### src/rtl/key_cond_pkg.sv
// Shared types and timing constants for the push-button conditioner.
package key_cond_pkg;

    typedef enum logic [1:0] {
        IDLE         = 2'd0,
        PRESS_WAIT   = 2'd1,
        HELD         = 2'd2,
        RELEASE_WAIT = 2'd3
    } key_state_t;

    // Board timing at 50 MHz: 10 ms debounce, 0.5 s first repeat, 0.1 s repeat rate.
    localparam int DEF_DEBOUNCE_CYCLES = 500000;
    localparam int DEF_REPEAT_DELAY    = 25000000;
    localparam int DEF_REPEAT_PERIOD   = 5000000;

    // Shortened timing so simulation reaches every state in a few dozen cycles.
    localparam int SIM_DEBOUNCE_CYCLES = 4;
    localparam int SIM_REPEAT_DELAY    = 10;
    localparam int SIM_REPEAT_PERIOD   = 5;

    function automatic int max_int(input int a, input int b);
        return (a > b) ? a : b;
    endfunction

endpackage

### src/rtl/key_channel.sv
// One key: 2-flop synchronizer, debounce FSM and auto-repeat timer.
//
//   state        | meaning
//   -------------+-------------------------------------------------
//   IDLE         | debounced released, waiting for a pressed sample
//   PRESS_WAIT   | counting consecutive pressed samples
//   HELD         | debounced pressed, repeat timer running
//   RELEASE_WAIT | counting consecutive released samples, timer frozen
module key_channel
    import key_cond_pkg::*;
#(
    parameter int DEBOUNCE_CYCLES = DEF_DEBOUNCE_CYCLES,
    parameter int REPEAT_DELAY    = DEF_REPEAT_DELAY,
    parameter int REPEAT_PERIOD   = DEF_REPEAT_PERIOD
) (
    input  logic clk_i,
    input  logic rst_ni,
    input  logic key_raw_i,
    output logic level_o,
    output logic press_o,
    output logic release_o,
    output logic repeat_o
);

    localparam int CNT_W = $clog2(DEBOUNCE_CYCLES + 1);
    localparam int RPT_W = $clog2(max_int(REPEAT_DELAY, REPEAT_PERIOD) + 1);

    localparam logic [CNT_W-1:0] CNT_ONE   = CNT_W'(1);
    localparam logic [CNT_W-1:0] CNT_TC    = CNT_W'(DEBOUNCE_CYCLES);
    localparam logic [RPT_W-1:0] RPT_ONE   = RPT_W'(1);
    localparam logic [RPT_W-1:0] RPT_FIRST = RPT_W'(REPEAT_DELAY);
    localparam logic [RPT_W-1:0] RPT_NEXT  = RPT_W'(REPEAT_PERIOD);

    logic [1:0]       sync_q;
    logic             s;
    key_state_t       state_q;
    logic [CNT_W-1:0] cnt_q;
    logic [RPT_W-1:0] rpt_q;
    logic             level_q;
    logic             press_q;
    logic             release_q;
    logic             repeat_q;

    // Bring the raw key into the clock domain; resets to "released".
    always_ff @(posedge clk_i or negedge rst_ni) begin
        if (!rst_ni) begin
            sync_q <= 2'b11;
        end else begin
            sync_q <= {sync_q[0], key_raw_i};
        end
    end

    assign s = ~sync_q[1];

    // Debounce FSM with registered strobes. The repeat timer counts down to
    // one; it is loaded with the full delay on a new press and left untouched
    // while a release is being qualified, so a bounce resumes where it was.
    always_ff @(posedge clk_i or negedge rst_ni) begin
        if (!rst_ni) begin
            state_q   <= IDLE;
            cnt_q     <= '0;
            rpt_q     <= '0;
            level_q   <= 1'b0;
            press_q   <= 1'b0;
            release_q <= 1'b0;
            repeat_q  <= 1'b0;
        end else begin
            press_q   <= 1'b0;
            release_q <= 1'b0;
            repeat_q  <= 1'b0;
            case (state_q)
                IDLE: begin
                    if (s) begin
                        state_q <= PRESS_WAIT;
                        cnt_q   <= CNT_ONE;
                    end
                end
                PRESS_WAIT: begin
                    if (!s) begin
                        state_q <= IDLE;
                        cnt_q   <= '0;
                    end else if (cnt_q == CNT_TC) begin
                        state_q <= HELD;
                        cnt_q   <= '0;
                        press_q <= 1'b1;
                        level_q <= 1'b1;
                        rpt_q   <= RPT_FIRST;
                    end else begin
                        cnt_q <= cnt_q + 1'b1;
                    end
                end
                HELD: begin
                    if (!s) begin
                        state_q <= RELEASE_WAIT;
                        cnt_q   <= CNT_ONE;
                    end else if ((REPEAT_DELAY != 0) && (rpt_q != '0)) begin
                        if (rpt_q == RPT_ONE) begin
                            repeat_q <= 1'b1;
                            rpt_q    <= RPT_NEXT;
                        end else begin
                            rpt_q <= rpt_q - 1'b1;
                        end
                    end
                end
                RELEASE_WAIT: begin
                    if (s) begin
                        state_q <= HELD;
                        cnt_q   <= '0;
                    end else if (cnt_q == CNT_TC) begin
                        state_q   <= IDLE;
                        cnt_q     <= '0;
                        release_q <= 1'b1;
                        level_q   <= 1'b0;
                    end else begin
                        cnt_q <= cnt_q + 1'b1;
                    end
                end
                default: begin
                    state_q <= IDLE;
                    cnt_q   <= '0;
                end
            endcase
        end
    end

    assign level_o   = level_q;
    assign press_o   = press_q;
    assign release_o = release_q;
    assign repeat_o  = repeat_q;

endmodule

### src/rtl/key_conditioner.sv
// Push-button front end: one independent debounce channel per key.
module key_conditioner
    import key_cond_pkg::*;
#(
    parameter int NUM_KEYS        = 2,
    parameter int DEBOUNCE_CYCLES = DEF_DEBOUNCE_CYCLES,
    parameter int REPEAT_DELAY    = DEF_REPEAT_DELAY,
    parameter int REPEAT_PERIOD   = DEF_REPEAT_PERIOD
) (
    input  logic                CLOCK_50,
    input  logic                RESET_N,
    input  logic [NUM_KEYS-1:0] KEY,
    output logic [NUM_KEYS-1:0] key_level,
    output logic [NUM_KEYS-1:0] key_press,
    output logic [NUM_KEYS-1:0] key_release,
    output logic [NUM_KEYS-1:0] key_repeat
);

    for (genvar i = 0; i < NUM_KEYS; i++) begin : g_key
        key_channel #(
            .DEBOUNCE_CYCLES(DEBOUNCE_CYCLES),
            .REPEAT_DELAY   (REPEAT_DELAY),
            .REPEAT_PERIOD  (REPEAT_PERIOD)
        ) u_chan (
            .clk_i    (CLOCK_50),
            .rst_ni   (RESET_N),
            .key_raw_i(KEY[i]),
            .level_o  (key_level[i]),
            .press_o  (key_press[i]),
            .release_o(key_release[i]),
            .repeat_o (key_repeat[i])
        );
    end

endmodule

### config.mk
export PLATFORM = sky130hd
export DESIGN_NAME = key_conditioner
export DESIGN_NICKNAME = d
export VERILOG_FILES = /design/src/rtl/key_cond_pkg.sv /design/src/rtl/key_channel.sv /design/src/rtl/key_conditioner.sv
export SDC_FILE = /design/constraint.sdc
export NUM_CORES = 1
export LEC_CHECK = 0
export ABC_AREA = 1
export CORE_MARGIN = 1
export CORE_UTILIZATION = 50
export CTS_CLUSTER_DIAMETER = 200
export DETAILED_ROUTE_END_ITERATION = 6
export HOLD_SLACK_MARGIN = 0.08
export PLACE_DENSITY_LB_ADDON = 0.3
export RECOVER_POWER = 50
export SLEW_MARGIN = 20
export SYNTH_ARGS = -nofsm -noshare
export SYNTH_HDL_FRONTEND = slang
export SYNTH_SLANG_ARGS = --single-unit
### constraint.sdc
create_clock -name CLOCK_50 -period 1.6 [get_ports CLOCK_50]
set_input_delay 0.16 -clock CLOCK_50 [delete_from_list [all_inputs] [get_ports CLOCK_50]]
set_output_delay 0.16 -clock CLOCK_50 [all_outputs]
set_load 0.01 [all_outputs]
Word level (Yosys, flattened, before mapping)
Cells that the tools add are included.

storage, ports and cells
  bits in registers = 104
  output and inout bits = 8

cells by class
  add/subtract/negate cells = 4
  equal/unequal tests = 30
  mux-type cells = 66
  reductions and logical operators = 16

operator list
  operator                                                               number
  25-bit two-way mux                                                     10
  19-bit two-way mux                                                     10
  19-bit case mux with 4 select lines                                    2
  25-bit case mux with 2 select lines                                    2
  25-bit by 1-bit == test with 1-bit output (second input constant)      2
  25-bit nonzero test                                                    2
  25-bit by 1-bit subtractor with 25-bit output (second input constant)  2
  19-bit by 1-bit adder with 19-bit output (second input constant)       2
  19-bit == test (second input constant)                                 2
  1-bit two-way mux                                                      26
  2-bit two-way mux                                                      12
  2-bit by 1-bit != test with 1-bit output (second input constant)       10
  5-bit AND reduction                                                    4
  2-bit case mux with 4 select lines                                     2
  2-bit != test (second input constant)                                  6
  2-bit == test (second input constant)                                  4
  4-bit AND reduction                                                    2
  2-bit nonzero test                                                     4
  3-bit by 1-bit != test with 1-bit output (second input constant)       2
  3-bit != test (second input constant)                                  2
  2-bit by 1-bit == test with 1-bit output (second input constant)       2
  2-bit zero test                                                        2
  1-bit case mux with 2 select lines                                     2
  2-bit AND reduction                                                    2

Logic depth before layout (Yosys ltp)
  depth after elaboration = 5
  depth in mapped cells = 13
  mapped depth without buffers = 12

Modules after synthesis
Synthesis repeated with hierarchy kept, for this count alone.

second synthesis, totals
  cells, all modules = 996
  area, all modules = 6,713.9 µm²

modules (own cells, without submodules)
  module                          instances  cells each  area an instance (µm²)
  key_channel at g_key[0].u_chan  1          500         3,359.5
  key_channel at g_key[1].u_chan  1          496         3,354.5

Least setup slack after synthesis
No wires, ideal clock.

  path kind = reg2reg
  start point = register g_key[1].u_chan.state_q[0]
  end point = register g_key[1].u_chan.cnt_q[8]
  library setup time = 0.135 ns
  arrival = 1.556 ns
  data required time = 1.465 ns
  setup slack = -0.091 ns
  stages on the path, launching flop included = 12
  period minus slack after synthesis = 1.691 ns
  cell sequence = dfrtp_1 > inv_1 > ha_1 > inv_1 > nand2_1 > o21ai_2 > buf_4 > nand3_1 > nor2_1 > inv_1 > o21ai_0 > a21boi_0

between the ends
  word-level cells in the longest chain between the ends = 3
  elaborated cells between the ends (all ways) = 8

ends and longest elaborated chain
  element                                                                                            line                RTL
  start, declared                                                                                    key_channel.sv:36   key_state_t state_q;
  start signal, assigned                                                                             key_channel.sv:60   state_q <= IDLE;
  start signal, assigned                                                                             key_channel.sv:74   state_q <= PRESS_WAIT;
  start signal, assigned                                                                             key_channel.sv:80   state_q <= IDLE;
  2-bit == test / 2-bit zero test (equally long branches)                                            key_channel.sv:71   case (state_q)
  2-bit by 1-bit != test with 1-bit output (no source line) / 2-bit != test (equally long branches)  n/a
  2-bit AND reduction (no source line)                                                               n/a
  end signal, assigned                                                                               key_channel.sv:89   cnt_q <= cnt_q + 1'b1;
  end signal, assigned                                                                               key_channel.sv:115  cnt_q <= cnt_q + 1'b1;
  end, declared                                                                                      key_channel.sv:37   logic [CNT_W-1:0] cnt_q;

Parallel ways exist; a longest one is shown, timed or not.
A chain may end at the register's enable or synchronous reset.

Worst setup path after layout
  start point = register g_key[1].u_chan.cnt_q[0]
  end point = register g_key[1].u_chan.rpt_q[4]

between the ends
  word-level cells in the longest chain between the ends = 3

ends and longest elaborated chain
  element                                                    line                RTL
  19-bit == test                                             key_channel.sv:82   end else if (cnt_q == CNT_TC) begin
  2-bit by 1-bit != test with 1-bit output (no source line)  n/a
  5-bit AND reduction (no source line)                       n/a
  end signal, assigned                                       key_channel.sv:101  rpt_q <= rpt_q - 1'b1;
  end, declared                                              key_channel.sv:38   logic [RPT_W-1:0] rpt_q;

No other way between the ends.

==> run metrics <==
Startpoint Class=flop; Rows=42; post-synthesis simple-gate area fraction=0.402; area delta synth->final=44.5%; Post-Syn Nets=1005; Seq/Total Area, Yosys=0.380; Hold Path End=g_key[1].u_chan.sync_q[0]$_DFF_PN1_; Post-DP HPWL=13300 microns; count leader, synth=nand2_1; Clock H-tree levels=3; antenna cell count=0; 1st-pass router iterations=5; Sw Share=0.410; layout net count=1220; Psw=5050 uW; design area=9920 sq um; DRC=0; clock transition at the registers of the reported paths=0.08 ns; post-synthesis xor/xnor area fraction=0.0319; total track usage=0.289; footprint of the multi-input gates=4400 sq um; Synth top area share=0.365; fillers=893; min-delay src=KEY[1]; LEAKAGE=0.00496 uW; Setup WS post-layout=-0.306 ns; fin crit period=1.91 ns; failing checks=setup timing; Die Y-Extent=119 microns; Max rail drop VDD=0.000770 V; vias in the first global route=7142; Ys Warns=0; Placer Congestion=0.893; register area=2610 sq um; WP data arrival=2.21 ns; Worst Setup SP=g_key[1].u_chan.cnt_q[0]$_DFFE_PN0P_; Hold Fails Final Rpt=0; core footprint=13300 sq um; total die area=14200 sq um; period utilisation layout=1.19; slew margin rel.=0.516; number of flops mapped to enable cells by yosys=0; Netlist Area Pre-Place=6860 sq um; Clock power frac=0.191; Overflow after GRT=0; Setup CP Type=flop to flop; I/O Buffers=11; Slew Viols, Final=0; DR WL met3=1600 microns; status=complete, but fails checks; largest family of logic cells by synthesized area=simple AND/OR/NAND/NOR gates; latest clock arrival within the worst-skew pair=0.37 ns; share of cells above drive strength 1=0.366; post-synthesis mux area share=0; Post-synth top cells=301 x nand2_1, 140 x nor2_1, 100 x dfrtp_1, 98 x inv_1, 74 x nand3_1; combinational fraction of design power=0.546; worst-margin pin slew=0.726 ns; CTS tree=yes; initial antenna violation count=0; Clock Skews=0.0127 ns; Worst R2R Start=g_key[1].u_chan.cnt_q[0]$_DFFE_PN0P_; Seq cells post-synth=104; setup violators final=78; post-synth top area cell=dfrtp_1; Synth area leaders=dfrtp_1 36%, nand2_1 16%, nor2_1 7.7%; Synth Area in Compound Gates=0.0740; CTS root buffer=clkbuf_16; synthesized area per cell=6.95 sq um; via count=7625; top routing layer used=met4; R2R cell count=13; Post-Route WL=22600 microns; flop-to-flop setup slack=-0.31 ns; Top FF cell, synth=dfrtp_1; Util after Layout=0.746; Fin Hold WS=0.332 ns; Flop pwr share=0.262; Internal=7270 uW; DRT iter0 DRCs=604; Req. time, crit path=1.91 ns; FF-to-FF End=g_key[1].u_chan.rpt_q[4]$_DFFE_PN0P_; f_max=0.525 GHz; Post-Synth Adder-Cell Area=0.0255; CTS sink count=104; I/O Pins=12; initial core utilization=0.516; met1 WL=8940 microns; ys async rst share=1.00; Vias/cell=5.51; Netlist cell types=43; Antenna Violating Nets Remaining=0; metal2 WL=11300 microns; Mapped Cells=987; Wirelength per Cell=16.3 microns; worst hold-check path type=input port to flop; Pwr per Cell Area=1240 nW/um^2; DIE WIDTH=119 microns; CP Capture Type=flop; worst hold stages=1; Max Cap Viol=0; clock buffer count from CTS=9; Max Root-Sink Buffers=2; pin count of the biggest net entering global routing=31; RSZ-0062 raised after global routing=yes; Area after DPL=8360 sq um; CP max FO=6; first-pass GRT wire length=32700 microns
-- cells by family after synthesis --
logic type | Yosys count
buf+inv | 132
fa+ha+maj | 14
xor+xnor | 25
flops | 104
compound gates | 95
simple gates | 617
-- timing repair --
item,CTS,global route
gates resized for setup,90,185
endpoints found under the hold margin,82,0
cloned,3,5
buffers inserted,16,30
hold buffers,1,0
pin swaps,30,61
setup endpoints to repair,82,95
-- critical path: stages, from the launching register on --
cell and delay [ns]:
dfrtp_1 0.41, inv_2 0.09, ha_4 0.13, nand2_1 0.04, inv_1 0.06, nand2_1 0.08, nor2_1 0.13, nand3_2 0.10
nand2_2 0.11, nand3_4 0.17, nor2_8 0.22, clkbuf_16 0.19, nand2_2 0.04, nand2_1 0.06
-- state kept, by name (all words and copies together) (netlist names), named ones only --
register,count
g_key.u_chan.cnt_q,38
g_key.u_chan.level_o,2
g_key.u_chan.press_o,2
g_key.u_chan.release_o,2
g_key.u_chan.repeat_o,2
g_key.u_chan.rpt_q,50
g_key.u_chan.state_q,2
g_key.u_chan.sync_q,4
-- area by class of cell --
type | instances | share of cell area
sequential | 104 | 0.263
clock inverter | 6 | 0.00744
multi-input combinational | 754 | 0.444
timing repair buffer | 225 | 0.195
inverter | 106 | 0.0433
timing repair inverter | 2 | 0.00177
clock buffer | 10 | 0.0231
tap | 176 | 0.0222
-- placed cells by master, fill, tap and decap left out, drive strengths merged, types with 2 or more instances in the layout --
cell type	Yosys	routed
clkbuf	4	15
nor2	157	157
nor3	30	30
dlygate4sd3	0	3
nand3b	6	6
clkdlybuf4s50	0	8
nor3b	4	4
a22oi	2	2
o21bai	2	2
or2	3	3
a21oi	10	10
o22ai	8	8
nand4	33	33
o21ai	69	69
buf	22	209
xnor2	12	12
dfstp	4	4
ha	14	14
nand3	76	77
xor2	13	13
nand2	307	309
inv	106	111
dfrtp	100	100
-- metal layers --
metal  global-route usage  vias up
li1                     -     3596
met1                0.374     3626
met2                0.482      328
met3               0.0551       75
met4               0.0989        0
met5                    0        -
-- worst max-delay path by stage --
stage	end	slack [ns]	cells past startpoint
detailed placement	g_key[1].u_chan.rpt_q[21]$_DFFE_PN0P_	-0.17	12
global route	g_key[1].u_chan.rpt_q[1]$_DFFE_PN0P_	-0.37	13
finish	g_key[1].u_chan.rpt_q[4]$_DFFE_PN0P_	-0.31	13
CTS	g_key[1].u_chan.rpt_q[22]$_DFFE_PN0P_	-0.12	12
global placement	g_key[1].u_chan.cnt_q[17]$_DFFE_PN0P_	-0.10	9
floorplan	g_key[1].u_chan.rpt_q[0]$_DFFE_PN0P_	-0.03	12
-- power by group through the flow --
stage	Combinational (uW)	Sequential (uW)	Clock, uW
2_1_floorplan	2750	3290	0
3_3_place_gp	4950	3220	0
3_5_place_dp	5090	3230	0
4_1_cts	5570	3190	2380
5_1_grt	7260	3260	2470
6_report	6730	3230	2360
-- stage by stage --
| step | std cells | worst slack [ns] | TNS, ns | total power [uW] |
|---|---|---|---|---|
| 6_report | 1383 | -0.306 | -13.59 | 12300 |
| 5_1_grt | 1383 | -0.368 | -19.97 | 13000 |
| 4_1_cts | 1351 | -0.116 | -3.31 | 11100 |
| 3_5_place_dp | 1316 | -0.172 | -5.83 | 8320 |
| 3_3_place_gp | 1316 | -0.102 | -2.43 | 8170 |
| 2_1_floorplan | 987 | -0.0347 | -0.693 | 6040 |
Note: power is estimated with default switching activity, not from simulation.
